==> config.mk <==
export PLATFORM = sky130hd
export DESIGN_NAME = dram_burst_reader
export DESIGN_NICKNAME = d
export VERILOG_FILES = /design/src/rtl/dram_burst_reader.sv
export SDC_FILE = /design/constraint.sdc
export NUM_CORES = 1
export LEC_CHECK = 0
export CORE_AREA = 10 10 186 188
export CTS_BUF_LIST = sky130_fd_sc_hd__clkbuf_8
export CTS_CLUSTER_DIAMETER = 40
export DETAILED_ROUTE_END_ITERATION = 10
export DIE_AREA = 0 0 196 198
export PLACE_DENSITY = 0.7
export SYNTH_ARGS = -nofsm -noshare
export SYNTH_HDL_FRONTEND = slang
export SYNTH_SLANG_ARGS = --single-unit
export TNS_END_PERCENT = 20
==> constraint.sdc <==
create_clock -name clk -period 12.71 [get_ports clk]
set_input_delay 1.271 -clock clk [delete_from_list [all_inputs] [get_ports clk]]
set_output_delay 1.271 -clock clk [all_outputs]
set_load 0.01 [all_outputs]
==> src/rtl/dram_burst_reader.sv <==
// dram_burst_reader: streams a block of DRAM words into a FIFO and out on a valid/ready stream.
// Reads are only issued while buffered plus in-flight words fit the FIFO, so any DRAM latency is safe.
module dram_burst_reader #(
    parameter int DATA_WIDTH = 32,
    parameter int ADDR_WIDTH = 18,
    parameter int LEN_WIDTH  = 16,
    parameter int FIFO_DEPTH = 8
) (
    input  logic                  clk,
    input  logic                  arst,
    input  logic                  start,
    input  logic [ADDR_WIDTH-1:0] base_addr,
    input  logic [LEN_WIDTH-1:0]  length,
    output logic                  busy,
    output logic                  done,
    output logic                  dram_en_rd,
    output logic [ADDR_WIDTH-1:0] dram_addr_rd,
    input  logic                  dram_valid,
    input  logic [DATA_WIDTH-1:0] dram_data_rd,
    output logic                  out_valid,
    output logic [DATA_WIDTH-1:0] out_data,
    input  logic                  out_ready,
    output logic                  err_unexp
);
    localparam int PW = $clog2(FIFO_DEPTH);
    localparam int CW = PW + 1;
    localparam int NW = LEN_WIDTH + 1;

    typedef enum logic [1:0] {IDLE, ISSUE, DRAIN, DONE} state_t;

    state_t                state_q, state_d;
    logic [NW-1:0]         len_q, len_d, issued_q, issued_d, popped_q, popped_d;
    logic [ADDR_WIDTH-1:0] addr_q, addr_d;
    logic [CW-1:0]         cnt_q, cnt_d, pend_q, pend_d;
    logic [PW-1:0]         wp_q, wp_d, rp_q, rp_d;
    logic                  err_q, err_d;
    logic [DATA_WIDTH-1:0] mem_q [FIFO_DEPTH];
    logic                  issue, push, pop;

    always_comb begin
        issue    = state_q == ISSUE && issued_q < len_q && (cnt_q + pend_q) < CW'(FIFO_DEPTH);
        push     = dram_valid && pend_q != '0;
        pop      = cnt_q != '0 && out_ready;
        state_d  = state_q;
        len_d    = len_q;
        issued_d = issued_q + NW'(issue);
        popped_d = popped_q + NW'(pop);
        addr_d   = issue ? addr_q + ADDR_WIDTH'(1) : addr_q;
        cnt_d    = cnt_q + CW'(push) - CW'(pop);
        pend_d   = pend_q + CW'(issue) - CW'(push);
        wp_d     = push ? wp_q + PW'(1) : wp_q;
        rp_d     = pop ? rp_q + PW'(1) : rp_q;
        err_d    = err_q || (dram_valid && pend_q == '0);
        unique case (state_q)
            IDLE: if (start) begin
                len_d    = {1'b0, length};
                issued_d = '0;
                popped_d = '0;
                addr_d   = base_addr;
                state_d  = length == '0 ? DONE : ISSUE;
            end
            ISSUE:   state_d = issued_d == len_q ? DRAIN : ISSUE;
            DRAIN:   state_d = popped_d == len_q ? DONE : DRAIN;
            DONE:    state_d = IDLE;
            default: state_d = IDLE;
        endcase
    end

    always_ff @(posedge clk or posedge arst) begin
        if (arst) begin
            state_q  <= IDLE;
            len_q    <= '0;
            issued_q <= '0;
            popped_q <= '0;
            addr_q   <= '0;
            cnt_q    <= '0;
            pend_q   <= '0;
            wp_q     <= '0;
            rp_q     <= '0;
            err_q    <= 1'b0;
        end else begin
            state_q  <= state_d;
            len_q    <= len_d;
            issued_q <= issued_d;
            popped_q <= popped_d;
            addr_q   <= addr_d;
            cnt_q    <= cnt_d;
            pend_q   <= pend_d;
            wp_q     <= wp_d;
            rp_q     <= rp_d;
            err_q    <= err_d;
        end
    end

    always_ff @(posedge clk) begin
        if (push) mem_q[wp_q] <= dram_data_rd;
    end

    // out_data is forced to zero when empty so reset and idle show a clean bus
    assign busy         = state_q == ISSUE || state_q == DRAIN;
    assign done         = state_q == DONE;
    assign dram_en_rd   = issue;
    assign dram_addr_rd = addr_q;
    assign out_valid    = cnt_q != '0;
    assign out_data     = out_valid ? mem_q[rp_q] : '0;
    assign err_unexp    = err_q;
endmodule

==> results summary <==
The count of max-cap constraint violations came out at 0. The starting utilization of the core area came out at 49.2%. The antenna diode count is 0. In the post-synthesis netlist, the biggest area contributors are edfxtp_1 50%, dfrtp_1 14%, mux4_2 9.4%, xnor2_1 3.3%, ha_1 3.2%. The number of levels the H-tree was split into is 2. Once placement completed, the tool counted placed cells totaling 1519.

The cell area after placement is 17000 um2. In this run the tightest slew margin relative to its limit is 19.0%. TritonCTS created 59 clock buffers. The clock net sink count came out at 341.

The remaining antenna violation count came out at 0. The smallest clock period supported by the final layout is computed as 4.81 ns. The number of placed I/O pins is 126.

The number of resized instances in the post-cts repair step is 0. The post-CTS repair timing setup buffer count is 0. The number of enable flip-flop cells after synthesis is 256. The proportion of layout cells with a drive suffix above 1 came out at 15.6%. At the worst endpoint, the arrival time is 3.54 ns.

The internal portion of the total power is 2.45 mW. The post-CTS clock slew at the launch and capture registers of the worst setup and hold paths is 0.06 ns. The clock network burns 28.3% of the power. The top cell type by total area after synthesis is edfxtp_1. The total iterations of the first detailed-routing run is 5.

The area of the die is 38800 um2. The root buffer cell is clkbuf_8. The worst setup path is captured at a primary output.

For this run, the share of the core covered by cells in the final layout is 58.5%. Global routing consumed, over all layers together, 17.2% of the routing resources. The count of port buffers added during placement came out at 125. The worst-case clock buffer depth is 3. The netlist uses 73 different library cells. The switching power share of the total is 30.3%.

The sequential area share after synthesis is 64.3%. In the routed design, unresolved DRC markers number 0. The wire length reported by the detailed router is 33.8 mm. The power spent charging and discharging nets came out at 1.06 mW. The initial antenna violation count is 1. Summed over all cells, the static leakage comes to 6.66 nW. Static timing analysis puts the maximum clock frequency at 208 MHz.

The total of hold buffers inserted after clock tree synthesis came out at 0. The fraction of power consumed by combinational cells came out at 30.3%. Along the worst path, the maximum fanout reaches 44. The worst path uses 37.8% of the clock period. From synthesis to final layout, the design area changed by 19.0%. The number of nets handed over by synthesis was 1138. Setup violations remaining at the end of the flow were counted as 0.

For the final routed database, the setup TNS stands at 0 ns. The count of warnings emitted by yosys is 0. For this block, the initial DRC count from the detailed router was 589. In the synthesized netlist, the number of instances is 1026. The area of the mapped netlist came out at 15300 um2. The worst hold path belongs to the class reg -> reg. The fraction of power consumed by sequential logic came out at 41.4%. The total number of placement rows is 65.

The total number of nets in the final design came out at 1290. The worst-case IR drop observed on VDD is 0.198 mV. The library cells used most frequently in the layout, excluding fill and tap cells, are 256 x edfxtp_1, 125 x clkdlybuf4s50_1, 82 x dfrtp_1.

The sum of internal, switching and leakage power is 3.52 mW. The worst setup path is of the reg -> out kind. The share of flip-flops with an asynchronous set or reset is 24.9%.

The clock network latency to the later pin of the worst-skew pair came out at 0.63 ns. The filler cell count came out at 2414. Among all flip-flop cells after synthesis, the most frequent one is edfxtp_1. The clock arrives with 0.0364 ns of skew. The half-perimeter wire length after detailed placement came out at 20.8 mm. The most frequent standard cell in the layout excluding fill and tap cells is edfxtp_1. In this run the power density over the cells is 193 nW/um2. The flop and latch count out of synthesis came out at 341. The count of final max-slew check failures is 0. The post-synthesis average cell area is 14.9 um2. The placer congestion estimate came out at 0.844.

Setup repair after global routing left no endpoint under its margin. The measured slew at the worst slew-check pin is 1.21 ns. The hold violation count in the final report came out at 0. The via count of the first global-routing pass is 9286. The finished cells cover 18200 um2.

The die span in y is 198 um. STA puts the critical path data required time at 11.44 ns. The total core area came out at 31100 um2. Dividing the detail-routed wire length by the instance count gives 20.7 um. The global-route congestion overflow total came out at 0. The critical path startpoint category is a flip-flop. The largest net degree at the start of global routing came out at 92.

TritonCTS built the clock tree. After synthesis, the largest area contributor takes up 50.3% of total cell area. The global-route wire length before repair came out at 52.9 mm. The die span in x is 196 um. The via density per instance is 5.54. The finished layout holds 1628 standard cells, fillers aside.

The flow ran to the end, and the final reports show no timing, DRC or antenna violations. The via count of the routed design came out at 9011.
stage by stage:
stage | hold slack [ns] | setup WS [ns]
after floorplan | 0.488 | 8.43
after global placement | 0.441 | 8.33
after detailed placement | 0.451 | 8.22
after CTS | 0.464 | 7.75
after global routing | 0.482 | 7.58
final | 0.455 | 7.90
metal layers:
| metal | part of all wire [%] | global-route usage, % |
|---|---|---|
| met1 | 43 | 22.8 |
| met2 | 49 | 28.0 |
| met3 | 5.0 | 3.48 |
| met4 | 2.2 | 5.37 |
| met5 | 0.039 | 0 |
critical path: stages (launching register included):
cell	delay, ns
dfrtp_4	0.72
buf_4	0.78
mux4_2	0.60
mux2i_1	0.18
nor2_1	0.06
clkdlybuf4s50_1	0.52
cell families after synthesis:
group                    count (synthesis)  share of synthesized area, %
flip-flops                             341                          64.3
AND/OR/NAND/NOR                        277                          8.85
multiplexers                           102                          11.9
AO/OA/AOI/OAI                           96                          4.45
buffers and inverters                   91                          2.49
XOR/XNOR                                78                          4.56
adder cells (fa/ha/maj)                 41                          3.46
sequential cells by signal (all words and copies together) (netlist names):
signal	flops
cnt_q	4
dram_addr_rd	18
err_unexp	1
issued_q	17
len_q	16
mem_q	256
pend_q	4
popped_q	17
rp_q	3
state_q	2
wp_q	3
power by group through the flow:
stage	clock network (mW)	logic, mW	registers (mW)
finish	0.994	1.07	1.46
CTS	1.02	1.09	1.46
global route	1.07	1.16	1.48
floorplan	0	0.691	1.43
detailed placement	0	1.09	1.48
global placement	0	1.08	1.47
path summary, 6_finish.rpt:
path / start / to / slack, ns / cells past startpoint
max: rp_q[0]$_DFFE_PP0P_ / out_data[31] / 7.90 / 5
max in group asynchronous: arst / rp_q[0]$_DFFE_PP0P_ / 10.48 / 3
min in group asynchronous: arst / issued_q[16]$_DFF_PP0_ / 0.97 / 2
min: err_unexp$_DFF_PP0_ / err_unexp$_DFF_PP0_ / 0.45 / 1
min reg2reg: err_unexp$_DFF_PP0_ / err_unexp$_DFF_PP0_ / 0.45 / 1
max reg2reg: len_q[5]$_DFFE_PP0P_ / state_q[0]$_DFFE_PP0P_ / 8.20 / 16
synthesized netlist by cell type, types with 2 or more instances:
library cell and n:
a2111oi_1 6, a211o_1 2, a211oi_1 9, a21o_1 5, a21oi_1 12, and2_1 8, and3_1 5, and4_1 4
buf_1 7, buf_2 6, buf_6 2, clkbuf_1 30, clkbuf_2 2, dfrtp_1 85, edfxtp_1 256, fa_1 2
ha_1 39, inv_1 42, mux2i_1 37, mux4_2 64, nand2_1 70, nand2b_1 7, nand3_1 30, nand3_2 2
nand4_1 14, nor2_1 87, nor2b_1 8, nor3_1 12, nor4_1 11, nor4_2 3, o2111ai_1 2, o211ai_1 2
o21ai_0 20, o21ai_1 16, o221ai_1 2, or3_1 5, xnor2_1 57, xor2_1 20
area by class of cell:
| cell class | count | area [um2] | share of cell area, % |
|---|---|---|---|
| well taps | 402 | 503 | 2.77 |
| repair buffers | 140 | 1360 | 7.50 |
| multi-input cells | 594 | 5140 | 28.3 |
| flip-flops and latches | 341 | 9820 | 54.0 |
| inverters | 42 | 159 | 0.874 |
| clock inverters | 47 | 342 | 1.88 |
| clock buffers | 62 | 853 | 4.69 |
Power figures use the tool's default switching activity.
